$ cat src/rtl/serial_subtract_ctrl.sv
// Bit-serial subtract controller: drives a single full-subtractor cell over
// WIDTH-bit operands, LSB first, one bit per clock. Operands and borrow-in are
// captured when start is accepted in IDLE; the result and final borrow are
// registered on the last bit and announced with a one-cycle done pulse.
//
// Handshake: start is a request that is accepted only on a rising edge where
// the controller is IDLE. In SHIFT or DONE it is ignored, with no queuing.
// busy is high for exactly WIDTH cycles after acceptance. done is high for the
// single following cycle, and diff/bout change only on that transition.
module serial_subtract_ctrl #(
   parameter int WIDTH = 8
) (
   input  logic             clk,
   input  logic             rst_n,
   input  logic             start,
   input  logic [WIDTH-1:0] a,
   input  logic [WIDTH-1:0] b,
   input  logic             borrow_in,
   output logic             busy,
   output logic             done,
   output logic [WIDTH-1:0] diff,
   output logic             bout
);

   localparam int CW = $clog2(WIDTH + 1);

   typedef enum logic [1:0] {
      IDLE  = 2'd0,
      SHIFT = 2'd1,
      DONE  = 2'd2
   } state_t;

   // Present and next FSM state. state is the observation point for the FSM.
   state_t state;
   state_t state_nxt;

   logic [WIDTH-1:0] sa;       // minuend shift register
   logic [WIDTH-1:0] sb;       // subtrahend shift register
   logic [WIDTH-1:0] sd;       // difference, filled from the MSB end
   logic [WIDTH-1:0] sd_nxt;
   logic             br;       // running borrow between bit positions
   logic [CW-1:0]    cnt;      // bit index currently being processed
   logic             cell_d;
   logic             cell_b;
   logic             last_bit;

   // The shared full-subtractor cell, applied to the current LSBs.
   assign cell_d   = sa[0] ^ sb[0] ^ br;
   assign cell_b   = (~sa[0] & sb[0]) | (~(sa[0] ^ sb[0]) & br);
   assign last_bit = (cnt == CW'(WIDTH - 1));

   // A one-bit result register has nothing to shift; it takes the cell output.
   generate
      if (WIDTH == 1) begin : g_sd_one
         assign sd_nxt = cell_d;
      end else begin : g_sd_wide
         assign sd_nxt = {cell_d, sd[WIDTH-1:1]};
      end
   endgenerate

   // State register.
   always_ff @(posedge clk) begin
      if (!rst_n) begin
         state <= IDLE;
      end else begin
         state <= state_nxt;
      end
   end

   // Next-state decode and status outputs.
   always_comb begin
      state_nxt = state;
      busy      = 1'b0;
      done      = 1'b0;
      case (state)
         IDLE: begin
            if (start) begin
               state_nxt = SHIFT;
            end
         end
         SHIFT: begin
            busy = 1'b1;
            if (last_bit) begin
               state_nxt = DONE;
            end
         end
         DONE: begin
            done      = 1'b1;
            state_nxt = IDLE;
         end
         default: begin
            state_nxt = IDLE;
         end
      endcase
   end

   // Datapath: operand capture, per-bit shifting and result commit.
   always_ff @(posedge clk) begin
      if (!rst_n) begin
         sa   <= '0;
         sb   <= '0;
         sd   <= '0;
         br   <= 1'b0;
         cnt  <= '0;
         diff <= '0;
         bout <= 1'b0;
      end else begin
         case (state)
            IDLE: begin
               if (start) begin
                  sa  <= a;
                  sb  <= b;
                  sd  <= '0;
                  br  <= borrow_in;
                  cnt <= '0;
               end
            end
            SHIFT: begin
               sa  <= sa >> 1;
               sb  <= sb >> 1;
               sd  <= sd_nxt;
               br  <= cell_b;
               cnt <= cnt + CW'(1);
               // Commit only the complete word so diff/bout never show partials.
               if (last_bit) begin
                  diff <= sd_nxt;
                  bout <= cell_b;
               end
            end
            default: begin
            end
         endcase
      end
   end

endmodule

$ cat config.mk
export PLATFORM = sky130hd
export DESIGN_NAME = serial_subtract_ctrl
export DESIGN_NICKNAME = d
export VERILOG_FILES = /design/src/rtl/serial_subtract_ctrl.sv
export SDC_FILE = /design/constraint.sdc
export NUM_CORES = 1
export LEC_CHECK = 0
export ABC_CLOCK_PERIOD_IN_PS = 1220
export CAP_MARGIN = 30
export CORE_MARGIN = 1
export CORE_UTILIZATION = 35
export DETAILED_ROUTE_END_ITERATION = 8
export GPL_TIMING_DRIVEN = 0
export MAX_ROUTING_LAYER = met4
export PLACE_DENSITY_LB_ADDON = 0.2
export SYNTH_ARGS = -nofsm -noshare
export SYNTH_HDL_FRONTEND = slang
export SYNTH_SLANG_ARGS = --single-unit
$ cat constraint.sdc
create_clock -name clk -period 1.22 [get_ports clk]
set_input_delay 0.122 -clock clk [delete_from_list [all_inputs] [get_ports clk]]
set_output_delay 0.122 -clock clk [all_outputs]
set_load 0.05 [all_outputs]
==> results.sh <==
export IMPL_syn_inst=187
export IMPL_rrSetupSlack_ps=-40
export IMPL_r2r_cells=5
export IMPL_syn_to_final_growth_pct=44.7
export IMPL_path_class="reg -> out"
export IMPL_post_route_drc_count=3
export IMPL_ys_warn_count=0
export IMPL_start_util_pct=37.4
export IMPL_drtIter0Drc=121
export IMPL_syn_area_um2=1680
export IMPL_ctsHoldBuffers=0
export IMPL_register_area_um2=793
export IMPL_maxSlewHeadroom_pct=65.7
export IMPL_status="complete, but fails checks"
export IMPL_clk_pin_slew_worst_paths_ps=70
export IMPL_drv_slew=0
export IMPL_htree_levels=2
export IMPL_overflow=0
export IMPL_synth_distinct_cells=36
export IMPL_post_route_period_util_pct=103
export IMPL_skew_ps=5.10
export IMPL_vias=1576
export IMPL_cts_tree="built"
export IMPL_min_path_cells=3
export IMPL_worstHoldStart="rst_n"
export IMPL_antenna_found_initial=0
export IMPL_tightest_slew_ps=514
export IMPL_vias_per_cell=5.42
export IMPL_routed_wl_um=4460
export IMPL_grt_first_pass_wirelength_um=7470
export IMPL_ant_nets=0
export IMPL_setup_worst_path_start="state[1]"
export IMPL_drive_above_1_share_pct=32.6
export IMPL_grt_max_degree=12
export IMPL_cp_start_kind="register"
export IMPL_clk_latency_ps=290
export IMPL_fin_ws_ps=-38.3
export IMPL_syn_nets=209
export IMPL_gp_congestion=0.776
export IMPL_post_dp_hpwl_um=2690
export IMPL_multiInputGateArea_um2=896
export IMPL_endpoint_kind="primary output"
export IMPL_synth_edf_count=0
export IMPL_rows=24
export IMPL_whs_endpoint="br"
export IMPL_portBuffers=29
export IMPL_ys_seq_area_share_pct=46.6
export IMPL_io_pins=31
export IMPL_dieHeight_um=71.2
export IMPL_async_flop_share_pct=0
export IMPL_cp_slowest_stage_delay_ps=360
export IMPL_slowest_stage="dfxtp_4"
export IMPL_max_freq_ghz=0.795
export IMPL_ys_ff_latch=39
export IMPL_cts_sinks=39
export IMPL_power_density_nw_per_um2=1090
export IMPL_arrival_ps=1140
export IMPL_ys_flop_type="dfxtp_1"
export IMPL_die_area_um2=5070
export IMPL_grt_pass1_vias=1562
export IMPL_die_w_um=71.2
export IMPL_wl_per_cell_um=15.3
export IMPL_core_um2=4470
export IMPL_cts_made_buffers=5
export IMPL_fin_crit_ps=1260
export IMPL_power_leakage_nw=0.887
export IMPL_final_nets=260
export IMPL_drtPass1Iterations=6
export IMPL_path_cells="nand2b_4 -> inv_6 -> buf_6 -> buf_8"
export IMPL_reg2reg_to="sa[6]"
export IMPL_r2r_start="state[1]"
export IMPL_clk_path_buf_depth=2
export IMPL_finalHoldViolCount=0
export IMPL_hold_class="in -> reg"
export IMPL_cts_root_buf="clkbuf_8"
export IMPL_setup_viol_count_final=11
export IMPL_rsz0062_at_grt="true"
export IMPL_syn_avg_cell_area_um2=8.96
export IMPL_antenna_diode_count=0
export IMPL_hold_ws_ps=250
export IMPL_nFillCells=405
export IMPL_violations="DRC, setup timing"
export IMPL_crit_path_max_fanout=4
export IMPL_grtUsageTotal_pct=19.5
export IMPL_cp_data_required_time_ps=1100
export IMPL_ir_worst_vdd_mv=0.577
export IMPL_drv_cap=0
export IMPL_power_w=0.00263
==> stage by stage <==
stage	std cells	setup TNS, ps	worst slack [ps]	instance area, um2	utilization (%)
global placement	268	-13260	-693	2040	45.6
global route	291	-930	-88.5	2420	54.2
floorplan	187	-47.0	-47.0	1680	-
finish	291	-178	-38.3	2420	54.2
detailed placement	268	-13680	-680	2040	45.6
CTS	291	-403	-94.2	2370	53.0
==> state kept, by name (all words and copies together), names as in the netlist <==
name and flops:
sd 7, bout 1, cnt 4, sb 8, sa 8, state 2
diff 8, br 1
==> critical path, delay by kind of cell, from the launching register on <==
kind                   cells  cell delay, ps
buffers and inverters      3             320
DFF                        1             360
and+or+nand+nor            1             170
==> cells by family (layout without fill, tap and decap cells) <==
logic type	count (synthesis)	after routing	synth area share [%]
compound gates	65	65	26.8
buf+inv	25	77	6.65
flops	39	39	46.6
fa+ha+maj	2	2	1.94
simple gates	48	48	13.2
mux	8	8	4.78
==> Yosys cell counts (2+ instances only) <==
library cell  instances  share of area [%]
dfxtp_1              39                 47
a22oi_1               8                3.6
o22ai_1               6                2.2
clkbuf_1              8                1.8
buf_2                 4                1.2
mux2i_1               8                4.8
a221oi_1              2                1.0
nor2_1               18                4.0
a21oi_1              15                4.5
o221ai_1              7                3.7
o21ai_0              11                3.3
nand2b_1              2               0.75
or3b_2                4                2.1
inv_1                 9                2.0
a211oi_1              2               0.90
a32o_1                2                1.2
nand2_1              17                3.8
o2bb2ai_1             6                3.1
nand3_1               2               0.60
==> where the power goes <==
| group | total (W) | leakage, nW | switching, W | internal, W |
|---|---|---|---|---|
| logic | 0.000422 | 0.523 | 0.000209 | 0.000214 |
| registers | 0.00138 | 0.322 | 0.0000484 | 0.00133 |
| clock network | 0.000828 | 0.0422 | 0.000427 | 0.000401 |
==> timing repair <==
action	in CTS	in global routing
pin swaps	8	7
buffers inserted	13	2
cloned	2	0
setup endpoints to repair	44	28
gates resized for setup	85	22
==> how the worst max path moves through the flow <==
stage          endpoint  slack (ps)  cells after the start
2_1_floorplan      done         -50                      4
3_3_place_gp       busy        -690                      5
3_5_place_dp       busy        -680                      5
4_1_cts            busy         -90                      5
5_1_grt            busy         -90                      4
6_report           busy         -40                      4
==> placed cells by master, fill, tap and decap left out, drive strengths merged <==
master         synthesis  layout
dfxtp                 39      39
buf                    6      24
nor2                  18      18
nand2                 17      17
clkdlybuf4s50          0      17
a21oi                 15      15
clkbuf                 9      15
o21ai                 11      11
inv                   10      10
clkdlybuf4s15          0       9
mux2i                  8       8
a22oi                  8       8
o221ai                 7       7
o2bb2ai                6       6
o22ai                  6       6
or3b                   4       4
a211oi                 3       3
nand2b                 2       2
a32o                   2       2
nand3                  2       2
a221oi                 2       2
o21ba                  1       1
and3b                  1       1
and2                   1       1
and3                   1       1
o21bai                 1       1
or3                    1       1
a31oi                  1       1
a22o                   1       1
o211a                  1       1
nor3                   1       1
fa                     1       1
ha                     1       1
clkinv                 0       1
dlygate4sd2            0       1
==> per-layer routing <==
| layer | GRT usage [%] | vias to the layer above | wire, um |
|---|---|---|---|
| li1 | - | 784 | - |
| met1 | 25.8 | 750 | 2130 |
| met2 | 29.8 | 35 | 2100 |
| met3 | 3.85 | 7 | 172 |
| met4 | 6.67 | 0 | 58 |
| met5 | - | - | 0 |
==> cell type report <==
type	instances	area share (%)
buffer	13	4.13
clock buffer	7	3.15
clock inverter	1	0.207
inverter	10	2.07
multi-input combinational	123	37.0
sequential	39	32.7
tap	52	2.68
timing repair buffer	46	18.1
Power figures use the tool's default switching activity.
==> patch: new RTL, config.mk and constraints unchanged <==
Reset style: asynchronous (`rst_n`), changed in 2 clocked blocks.
--- a/src/rtl/serial_subtract_ctrl.sv
+++ b/src/rtl/serial_subtract_ctrl.sv
@@ -61,3 +61,3 @@
    // State register.
-   always_ff @(posedge clk) begin
+   always_ff @(posedge clk or negedge rst_n) begin
       if (!rst_n) begin
@@ -97,3 +97,3 @@
    // Datapath: operand capture, per-bit shifting and result commit.
-   always_ff @(posedge clk) begin
+   always_ff @(posedge clk or negedge rst_n) begin
       if (!rst_n) begin
Formal check against the unedited RTL: differs if rst_n is asserted again (counterexample within 4 cycles, from zero or initial values and one cycle with rst_n low); with rst_n held inactive, the same outputs for 10 cycles.
==> patch against the unedited design <==
The flow finishes with violations (negative setup slack). Cell area is 12% higher. Maximum frequency is 12% lower. Sequential cell count stayed put. Synthesized area is 4.5% higher. Wire length is 0.16% higher. Worst setup slack worse by 0.17 ns. Global-route usage is 2.0 points lower. Highest routed layer unchanged.
Power is not compared: it rests on default switching activity, and its combinational part moved more than twofold at a synthesized area within 25%.
==> patch: results (changes against the unedited design) <==
[synth]
synthArstFlopShare_pct = 100  ; was 0%
ys_types = 24  ; was 36
synthTopCellsByArea = dfrtp_1 56%, a22oi_1 6.0%, mux2_2 5.8%, nor2b_1 5.7%, o21ai_0 5.1%  ; was dfxtp_1 47%, mux2i_1 4.8%, a21oi_1 4.5%, nor2_1 4.0%, nand2_1 3.8%
syn_nets = 178  ; was 209
synth-main-ff-cell = dfrtp_1  ; was dfxtp_1
synth_top_area_share_pct = 55.8  ; was 46.6%
syn_avg_cell_area_sq_um = 11.2  ; was 8.96 sq um
ys_top_cells_by_count = 39 x dfrtp_1, 18 x o21ai_0, 16 x a21oi_1, 16 x nor2b_1, 14 x a22oi_1  ; was 39 x dfxtp_1, 18 x nor2_1, 17 x nand2_1, 15 x a21oi_1, 11 x o21ai_0

[critical_path]
slowest_stage = dfrtp_1  ; was dfxtp_4
cp_max_fo = 10  ; was 4
cpPeakStageDelay_ns = 0.42  ; was 0.36 ns
critPathLaunch = state[1]  ; unchanged
worst_setup_path_end_kind = flip-flop  ; was primary output
critPathArrivalTime_ns = 1.60  ; was 1.14 ns
r2r_end = diff[0]  ; was sa[6]
reg2regPathDepth = 4  ; was 5

[drt]
vias = 1444  ; was 1,576
wl_mm = 4.46  ; about the same
vias_per_cell = 5.07  ; was 5.42

[status]
outcome = finished with violations  ; unchanged
violations = negative setup slack  ; was design-rule violations, negative setup slack

[sta]
fin_ws_ns = -0.208  ; was -0.0383 ns
final-setup-viol-count = 38  ; was 11
worst_pin_slew_ns = 0.542  ; was 0.514 ns
fin_setup_tns_ns = -3.56  ; was -0.178 ns
skew_ns = 0.00170  ; was 0.00510 ns
whs_ns = 0.389  ; was 0.250 ns

[cells_and_area]
fillers = 419  ; was 405
drive_above_1_share_pct = 42.7  ; was 32.6%
multi_input_area_sq_um = 850  ; was 896 sq um
nets = 239  ; was 260

[placement]
hpwl_mm = 2.60  ; was 2.69 mm
dpl_cell_area_sq_um = 2140  ; was 2040 sq um
gp_congestion = 0.798  ; was 0.776
dp_cells = 253  ; was 268
port_buffers = 30  ; was 29
post-place-ws_ns = -0.727  ; was -0.680 ns

[worst_hold_path]
holdCritPathClass = in -> async  ; was in -> reg

[global_route]
grt_pass1_vias = 1442  ; was 1,562
grt_max_degree = 40  ; was 12
grt_pass1_wl_mm = 6.86  ; was 7.47 mm
track_usage_pct = 17.6  ; was 19.5%

[clock_tree]
cts_made_buffers = 5  ; unchanged

patch: cell count changes in the layout (fill, tap and decap cells not counted), moves of 10 or more:
cell,before,now
o21ai_1,1,16
nor2_1,17,2
nand2_1,17,3
dfxtp_1,33,0
nor2b_1,0,16
a21oi_2,0,12
a22oi_1,0,10
dfrtp_1,0,38
a21oi_1,15,2
patch: what timing repair did:
action	in CTS	in global routing
cloned	1	1
pin swaps	3	15
endpoints found under the setup margin	49	53
hold buffers	1	0
endpoints found under the hold margin	39	0
buffers inserted	12	10
resized for setup	76	50
patch: area by class of cell:
type,instances,share of cell area (%)
Multi-Input combinational cell,103,31.4
Tap cell,67,3.10
Clock inverter,2,1.30
Timing Repair Buffer,54,20.9
Inverter,4,0.648
Buffer,10,3.52
Clock buffer,6,3.05
Sequential cell,39,36.1
patch: power groups by stage:
stage          registers [mW]  logic, mW  clock network (mW)
2_1_floorplan            2.63       1.47                   0
3_3_place_gp             2.23       2.63                   0
3_5_place_dp             2.26       2.68                   0
4_1_cts                  2.24       3.22                1.13
5_1_grt                  2.33       3.92                1.19
6_report                 2.25       3.66                1.10
patch: metal layers:
| metal | routed length, um | track usage (%) | up-vias |
|---|---|---|---|
| met4 | 64 | 5.88 | 0 |
| met2 | 2140 | 27.3 | 26 |
| met1 | 2090 | 22.4 | 724 |
| li1 | - | - | 687 |
| met5 | 0 | - | - |
| met3 | 168 | 4.56 | 7 |
patch: cell families after synthesis:
logic type / after synthesis / synth area share, %
compound gates: 61 / 22.2
fa+ha+maj: 2 / 1.86
buf+inv: 14 / 3.29
flops: 39 / 55.8
mux: 10 / 6.36
simple gates: 30 / 10.6
